File: src/rtl/result_framer.sv
// Frames a processed payload stream and its cycle count into one byte stream:
// header, payload, 16-bit little-endian length, then little-endian cycle count.
module result_framer #(
  parameter int          DATA_SIZE  = 8,
  parameter int          TIMER_SIZE = 32,
  parameter logic [7:0]  HEADER     = 8'hA5
) (
  input  logic                  clock,
  input  logic                  reset,
  input  logic [DATA_SIZE-1:0]  data_in,
  input  logic                  valid_in,
  output logic                  ready_in,
  input  logic                  last_in,
  input  logic [TIMER_SIZE-1:0] clock_cycles,
  input  logic                  clock_cycles_valid,
  output logic                  clock_cycles_ready,
  output logic [7:0]            data_out,
  output logic                  valid_out,
  input  logic                  ready_out,
  output logic                  last_out
);

  localparam int NB    = TIMER_SIZE / 8;
  localparam int IDX_W = (NB > 1) ? $clog2(NB) : 1;

  typedef enum logic [2:0] {
    IDLE, PAYLOAD, COUNT_LO, COUNT_HI, TIMER_WAIT, TIMER_BYTES
  } state_t;

  state_t                state_q, state_d;
  logic [15:0]           len_q, len_d;
  logic [IDX_W-1:0]      idx_q, idx_d;
  logic [TIMER_SIZE-1:0] shift_q, shift_d;
  logic [7:0]            data_out_q, data_out_d;
  logic                  valid_out_q, valid_out_d;
  logic                  last_out_q, last_out_d;

  logic                  load_en;
  logic                  emit;
  logic [7:0]            emit_byte;
  logic                  emit_last;

  // The output register can take a new byte when empty or being drained.
  assign load_en = !valid_out_q || ready_out;

  always_comb begin
    state_d            = state_q;
    len_d              = len_q;
    idx_d              = idx_q;
    shift_d            = shift_q;
    ready_in           = 1'b0;
    clock_cycles_ready = 1'b0;
    emit               = 1'b0;
    emit_byte          = 8'h00;
    emit_last          = 1'b0;

    case (state_q)
      IDLE: begin
        // The triggering payload byte stays on the input; only the header goes out.
        if (valid_in && load_en) begin
          emit      = 1'b1;
          emit_byte = HEADER;
          len_d     = 16'h0000;
          state_d   = PAYLOAD;
        end
      end
      PAYLOAD: begin
        ready_in = load_en;
        if (valid_in && load_en) begin
          emit      = 1'b1;
          emit_byte = data_in;
          len_d     = len_q + 16'd1;
          if (last_in) state_d = COUNT_LO;
        end
      end
      COUNT_LO: begin
        if (load_en) begin
          emit      = 1'b1;
          emit_byte = len_q[7:0];
          state_d   = COUNT_HI;
        end
      end
      COUNT_HI: begin
        if (load_en) begin
          emit      = 1'b1;
          emit_byte = len_q[15:8];
          state_d   = TIMER_WAIT;
        end
      end
      TIMER_WAIT: begin
        // Capture is independent of the output register so a stalled sink cannot block it.
        clock_cycles_ready = 1'b1;
        if (clock_cycles_valid) begin
          shift_d = clock_cycles;
          idx_d   = '0;
          state_d = TIMER_BYTES;
        end
      end
      TIMER_BYTES: begin
        if (load_en) begin
          emit      = 1'b1;
          emit_byte = shift_q[7:0];
          shift_d   = shift_q >> 8;
          idx_d     = idx_q + 1'b1;
          if (idx_q == IDX_W'(NB - 1)) begin
            emit_last = 1'b1;
            state_d   = IDLE;
          end
        end
      end
      default: state_d = IDLE;
    endcase

    data_out_d  = data_out_q;
    valid_out_d = valid_out_q;
    last_out_d  = last_out_q;
    if (emit) begin
      data_out_d  = emit_byte;
      valid_out_d = 1'b1;
      last_out_d  = emit_last;
    end else if (ready_out) begin
      valid_out_d = 1'b0;
      last_out_d  = 1'b0;
    end
  end

  always_ff @(posedge clock or negedge reset) begin
    if (!reset) begin
      state_q     <= IDLE;
      len_q       <= 16'h0000;
      idx_q       <= '0;
      shift_q     <= '0;
      data_out_q  <= 8'h00;
      valid_out_q <= 1'b0;
      last_out_q  <= 1'b0;
    end else begin
      state_q     <= state_d;
      len_q       <= len_d;
      idx_q       <= idx_d;
      shift_q     <= shift_d;
      data_out_q  <= data_out_d;
      valid_out_q <= valid_out_d;
      last_out_q  <= last_out_d;
    end
  end

  assign data_out  = data_out_q;
  assign valid_out = valid_out_q;
  assign last_out  = last_out_q;

endmodule

File: config.mk
export PLATFORM = sky130hd
export DESIGN_NAME = result_framer
export DESIGN_NICKNAME = d
export VERILOG_FILES = /design/src/rtl/result_framer.sv
export SDC_FILE = /design/constraint.sdc
export NUM_CORES = 1
export LEC_CHECK = 0
export CORE_MARGIN = 10
export CORE_UTILIZATION = 55
export DETAILED_ROUTE_END_ITERATION = 12
export DONT_BUFFER_PORTS = 1
export PLACE_DENSITY = 0.75
export SLEW_MARGIN = 20
export SYNTH_ARGS = -nofsm -noshare
export SYNTH_HDL_FRONTEND = slang
export SYNTH_SLANG_ARGS = --single-unit
File: constraint.sdc
create_clock -name clock -period 2.3 [get_ports clock]
set_input_delay 0.69 -clock clock [delete_from_list [all_inputs] [get_ports clock]]
set_output_delay 0.69 -clock clock [all_outputs]
set_load 0.03 [all_outputs]
==> flow_summary.yaml, run 1 <==
status:
  status: "completed"
global_routing:
  largest_net_degree_at_the_start_of_global_routing: 64
  antenna_found_initial: 0
  grt_first_pass_wirelength_mm: 12.05
  grt_pass1_vias: 2457
  global_route.overflow_total: 0
  grt.total_usage: 0.1686
drt:
  antenna_left: 0
  drt_pass1_iterations: 4
  dr.first_iter.drc_count: 147
  drt-vias-per-instance: 5.953
  via_count: 2548
  finalWirelength_mm: 7.451
  drt_drc_violations_left: 0
  avgRoutedWirePerCell_um: 17.41
clock_tree:
  cts_root_buffer: "clkbuf_8"
  clk_path_buf_depth: 2
  path_clk_slew_ns: 0.07
  cts-buffers-inserted: 9
  tritoncts: "done"
  ctsHtreeMaxLevel: 3
  post_cts_hold_buffer_count: 0
  clock_sinks: 63
  cts_post_setup_buffers_inserted: 0
  clkLatencyLatePin_ns: 0.34
  ctsResizeCount: 0
timing:
  timing.slew.headroom: 0.6803
  tightest_slew_ns: 0.4729
  final_critical_path_setup_slack_ns: 0.05527
  hold_ws_ns: 0.04288
  finalClockSkew_ns: 0.003122
  hold_viol_final: 0
  slew_violations: 0
  finalSetupViolations: 0
  min_period_ns: 2.245
  timing.final.crit_share: 0.9760
  tns_ns: 0
  rsz0062_at_grt: "false"
  fmax_mhz: 445.5
yosys:
  number_of_enable_flip_flop_cells_after_synthesis: 0
  synth.yosys.warnings: 0
  synthDistinctLibCells: 42
  syn_inst: 354
  synth.yosys.seq_area_share: 0.4992
  ys_seq_elements: 63
  postSynth.asyncResetShare: 1.000
  postSynth.topFlopCell: "dfrtp_1"
  syn_nets: 402
  syn-cell-area_um2: 3158
  syn_area_per_cell_um2: 8.921
floorplan:
  fp.dieArea_um2: 9173
  fp.dieH_um: 95.78
  die_width_um: 95.78
  io-pin-count: 58
  floorplan.initialDensity: 0.5700
  core-area_um2: 5540
  std_cell_rows: 27
critical_path:
  worst-setup-path-type: "reg -> out"
  setup.worst_path.start_class: "register"
  crit_arrival_ns: 1.55
  crit_fanout: 6
  crit_end_category: "output pin"
  worst-endpoint-required_ns: 1.61
place:
  placement.setup.worst_slack_ns: 0.2298
  io_buffer_count: 0
  gp_routability_congestion: 0.8419
  dpl.cell_count: 413
  detailed_place.area_um2: 3266
  dpl.hpwl_mm: 5.233
power_and_ir_drop:
  seq_power_share: 0.435
  power.share.switching: 0.4021
  power.density_nw_per_um2: 1337
  vdd_drop_max_mv: 0.7623
  cell_internal_pwr_mw: 2.769
  fraction_of_power_consumed_by_the_clock_network: 0.210
  totalPowerFinal_mw: 4.630
  power.net_switching_mw: 1.862
  share_comb_of_total_power: 0.355
  p_leak_nw: 1.502
cells_and_area:
  num-nets-final: 400
  reg_area_um2: 1577
  postLayoutCellArea_um2: 3463
  syn_to_final_growth_pct: 9.667
  nFillCells: 504
  final_core_utilization: 0.6251
  post_route_cells_drive_above_1_share: 0.09831
  antenna_cells: 0
  multi_input_comb_area_um2: 1478
  fin_cells: 428
hold_path:
  holdCritPathClass: "in -> async"
flow_run:
  max_cap_violations: 0
==> sequential cells by signal, summed over array words and instances, names as in the netlist <==
register and cells:
data_out 8, idx_q 2, last_out 1, len_q 16, shift_q 32, state_q 3
valid_out 1
==> path summary, 6_finish.rpt <==
check	startpoint	to	slack, ns	cells after the start
worst max-delay path	valid_out	ready_in	0.06	4
worst min-delay path	reset	state_q[2]	0.04	0
worst max register to register	len_q[0]	len_q[14]	0.21	5
worst min register to register	shift_q[31]	shift_q[31]	0.47	2
max in group asynchronous	reset	shift_q[26]	2.15	0
min in group clock	shift_q[31]	shift_q[31]	0.47	2
==> placed cells by master (no fill, tap or decap), types with 8 or more instances in the layout <==
cell and count:
nor2_1 38, a22oi_1 8, mux2i_1 9, clkbuf_8 11, nand3_1 13, buf_4 12
dfrtp_1 63, o21ai_0 11, nand2_1 77, a31oi_1 24, a21oi_1 19
==> worst max-delay path: stages, from the launching register on <==
cell     delay [ns]
dfrtp_1        0.53
nor2b_1        0.27
buf_4          0.20
nor3_2         0.05
buf_4          0.17
==> power groups by stage <==
| stage | Sequential (mW) | Combinational (mW) | Clock (mW) |
|---|---|---|---|
| after floorplan | 1.92 | 1.30 | 0 |
| after global placement | 2.02 | 1.60 | 0 |
| after detailed placement | 2.04 | 1.64 | 0 |
| after CTS | 2.02 | 1.65 | 0.988 |
| after global routing | 2.07 | 1.84 | 1.04 |
| final | 2.01 | 1.64 | 0.974 |
==> final cells by class <==
cell class | count | area share
inverter | 3 | 0.003251
multi-input combinational | 262 | 0.4267
clock buffer | 12 | 0.04480
timing repair buffer | 13 | 0.03179
tap | 72 | 0.02601
clock inverter | 3 | 0.01228
sequential | 63 | 0.4552
==> layer usage <==
layer	track usage	vias to the layer above	share of wire
met3	0.06070	13	0.071
met2	0.2579	66	0.49
met4	0.06880	0	0.019
met1	0.2126	1236	0.42
met5	0	-	0
li1	-	1233	-
==> synthesized netlist by cell type (all sizes together), types with 3 or more instances <==
cell	count	area, um^2
o31ai	4	30.03
nand2b	5	31.28
or3	7	43.79
or4	4	30.03
a21oi	19	95.09
buf	8	42.54
nor2	38	142.6
or2b	3	22.52
inv	3	11.26
clkbuf	18	67.56
nor4	4	31.28
nand2	77	289.0
nand3	13	65.06
nor4b	4	41.29
o21ai	12	60.05
mux2i	9	90.09
dfrtp	63	1577
xnor2	4	35.03
a22oi	8	60.06
a31oi	24	150.1
o2bb2ai	4	35.03
==> kinds of logic after synthesis <==
group | synth area share
simple gates | 0.2476
xor+xnor | 0.01387
mux | 0.03566
compound gates | 0.1573
buf+inv | 0.03843
flops | 0.4992
fa+ha+maj | 0.007923
(Power assumes the default switching activity.)
==> inputs of run 2 (changes only) <==
--- a/config.mk
+++ b/config.mk
@@ -6,11 +6,11 @@
 export NUM_CORES = 1
 export LEC_CHECK = 0
 export CORE_MARGIN = 10
-export CORE_UTILIZATION = 55
+export CORE_UTILIZATION = 46
 export DETAILED_ROUTE_END_ITERATION = 12
 export DONT_BUFFER_PORTS = 1
-export PLACE_DENSITY = 0.75
-export SLEW_MARGIN = 20
+export PLACE_DENSITY = 0.66
+export SLEW_MARGIN = 30
 export SYNTH_ARGS = -nofsm -noshare
 export SYNTH_HDL_FRONTEND = slang
 export SYNTH_SLANG_ARGS = --single-unit
==> run 2 against run 1 <==
Net effect: routed wire length is 3.5% higher; clock-buffer cell count is 2 lower; cell area is 1.4% higher; via count is 1.2% higher; hold slack worse by 0.0067 ns; register-to-register slack better by 0.05 ns; highest routed layer unchanged.
==> flow_summary.yaml, run 2 (synthesis results as in run 1) <==
cells_and_area:
  post_route_cells_drive_above_1_share: 0.1133
  postLayoutCellArea_um2: 3512
  final_cell_mix: "77 x nand2_1, 63 x dfrtp_1, 38 x nor2_1, 24 x a31oi_1, 19 x a21oi_1"
  nFillCells: 615
  antenna_cells: 0
  syn_to_final_growth_pct: 11.21
  mostFrequentLayoutCell: "nand2_1"
  max_flop_register: "shift_q"
  num-nets-final: 405
  multi_input_comb_area_um2: 1478
  reg_area_um2: 1577
  largest_register_ff_count: 32
timing:
  min_period_ns: 2.222
  rsz0062_at_grt: "false"
  final_critical_path_setup_slack_ns: 0.07756
  timing.final.crit_share: 0.9663
  finalClockSkew_ns: 0.007814
  slew_violations: 0
  hold_viol_final: 0
  finalSetupViolations: 0
  tns_ns: 0
  hold_ws_ns: 0.03621
  tightest_slew_ns: 0.4065
  timing.slew.headroom: 0.7265
  fmax_mhz: 450.0
critical_path:
  crit_arrival_ns: 1.53
  crit_fanout: 9
  startpoint_of_the_most_critical_register_to_register_path: "len_q[0]"
  setup.worst_path.start_class: "register"
  crit_path_start: "state_q[1]"
  crit_end_category: "output pin"
  worstRegToRegCells: 5
  worst-endpoint-required_ns: 1.61
  worst-setup-path-type: "reg -> out"
  register_to_register_setup_slack_ns: 0.26
  timing.rr.end: "len_q[14]"
drt:
  finalWirelength_mm: 7.713
  drt_pass1_iterations: 4
  dr.first_iter.drc_count: 142
  via_count: 2578
  drt_drc_violations_left: 0
  avgRoutedWirePerCell_um: 17.45
  drt-vias-per-instance: 5.833
  antenna_left: 0
clock_tree:
  cts-buffers-inserted: 9
  path_clk_slew_ns: 0.08
  post_cts_hold_buffer_count: 0
  tritoncts: "done"
  clk_path_buf_depth: 2
  cts_root_buffer: "clkbuf_8"
  clkLatencyLatePin_ns: 0.34
  clock_sinks: 63
  ctsHtreeMaxLevel: 3
  cts_post_setup_buffers_inserted: 0
  ctsResizeCount: 0
power_and_ir_drop:
  totalPowerFinal_mw: 4.638
  vdd_drop_max_mv: 0.7118
  p_leak_nw: 1.521
  power.density_nw_per_um2: 1321
place:
  dpl.hpwl_mm: 5.475
  io_buffer_count: 0
  gp_routability_congestion: 0.8219
  detailed_place.area_um2: 3313
  placement.setup.worst_slack_ns: 0.1679
hold_path:
  holdCritPathClass: "in -> async"
status:
  status: "completed"
global_routing:
  largest_net_degree_at_the_start_of_global_routing: 64
  global_route.overflow_total: 0
  antenna_found_initial: 0
  grt.total_usage: 0.1518
  grt_first_pass_wirelength_mm: 12.46
  grt_pass1_vias: 2462
floorplan:
  std_cell_rows: 30
  floorplan.initialDensity: 0.4700
  fp.dieArea_um2: 10580
  die_width_um: 102.9
  core-area_um2: 6719
  fp.dieH_um: 102.9
  io-pin-count: 58
flow_run:
  max_cap_violations: 0
-- run 2: changes by cell type in the layout (fill, tap and decap cells not counted), sizes merged --
cell	change
clkbuf	-2
buf	+5
clkinvlp	+1
clkinv	+2
-- run 2: area by class of cell --
| cell class | instances | share of cell area |
|---|---|---|
| Clock inverter | 6 | 0.02031 |
| Inverter | 3 | 0.003206 |
| Timing Repair Buffer | 18 | 0.04204 |
| Sequential cell | 63 | 0.4489 |
| Clock buffer | 10 | 0.03634 |
| Tap cell | 80 | 0.02850 |
| Multi-Input combinational cell | 262 | 0.4207 |
-- run 2: per-layer routing --
metal | track usage | wire, um
met5 | 0 | 0
met4 | 0.03529 | 73
met2 | 0.2483 | 3818
met1 | 0.1807 | 3253
met3 | 0.06568 | 568
-- run 2: worst max-delay path by stage --
stage / to / slack (ns) / cells past startpoint
after floorplan: ready_in / 0.15 / 4
after global placement: len_q[15] / 0.18 / 5
after detailed placement: len_q[15] / 0.17 / 5
after CTS: ready_in / 0.06 / 5
after global routing: ready_in / 0.02 / 5
final: clock_cycles_ready / 0.08 / 3
-- run 2: power breakdown --
part	total [mW]	switching [mW]	leakage (nW)	internal [mW]
combinational	1.69	0.972	0.657	0.716
clock	0.956	0.451	0.0927	0.506
sequential	1.99	0.454	0.771	1.54
-- run 2: critical path, stage by stage, from the launching register on --
cell and delay (ns):
dfrtp_1 0.47, nand2b_1 0.28, nor2_1 0.23, buf_4 0.20
-- run 2: metrics by stage --
stage | utilization | cells
finish | 0.5227 | 442
global route | 0.5227 | 442
CTS | 0.5227 | 442
detailed placement | 0.4931 | 426
global placement | 0.4931 | 426
floorplan | - | 354
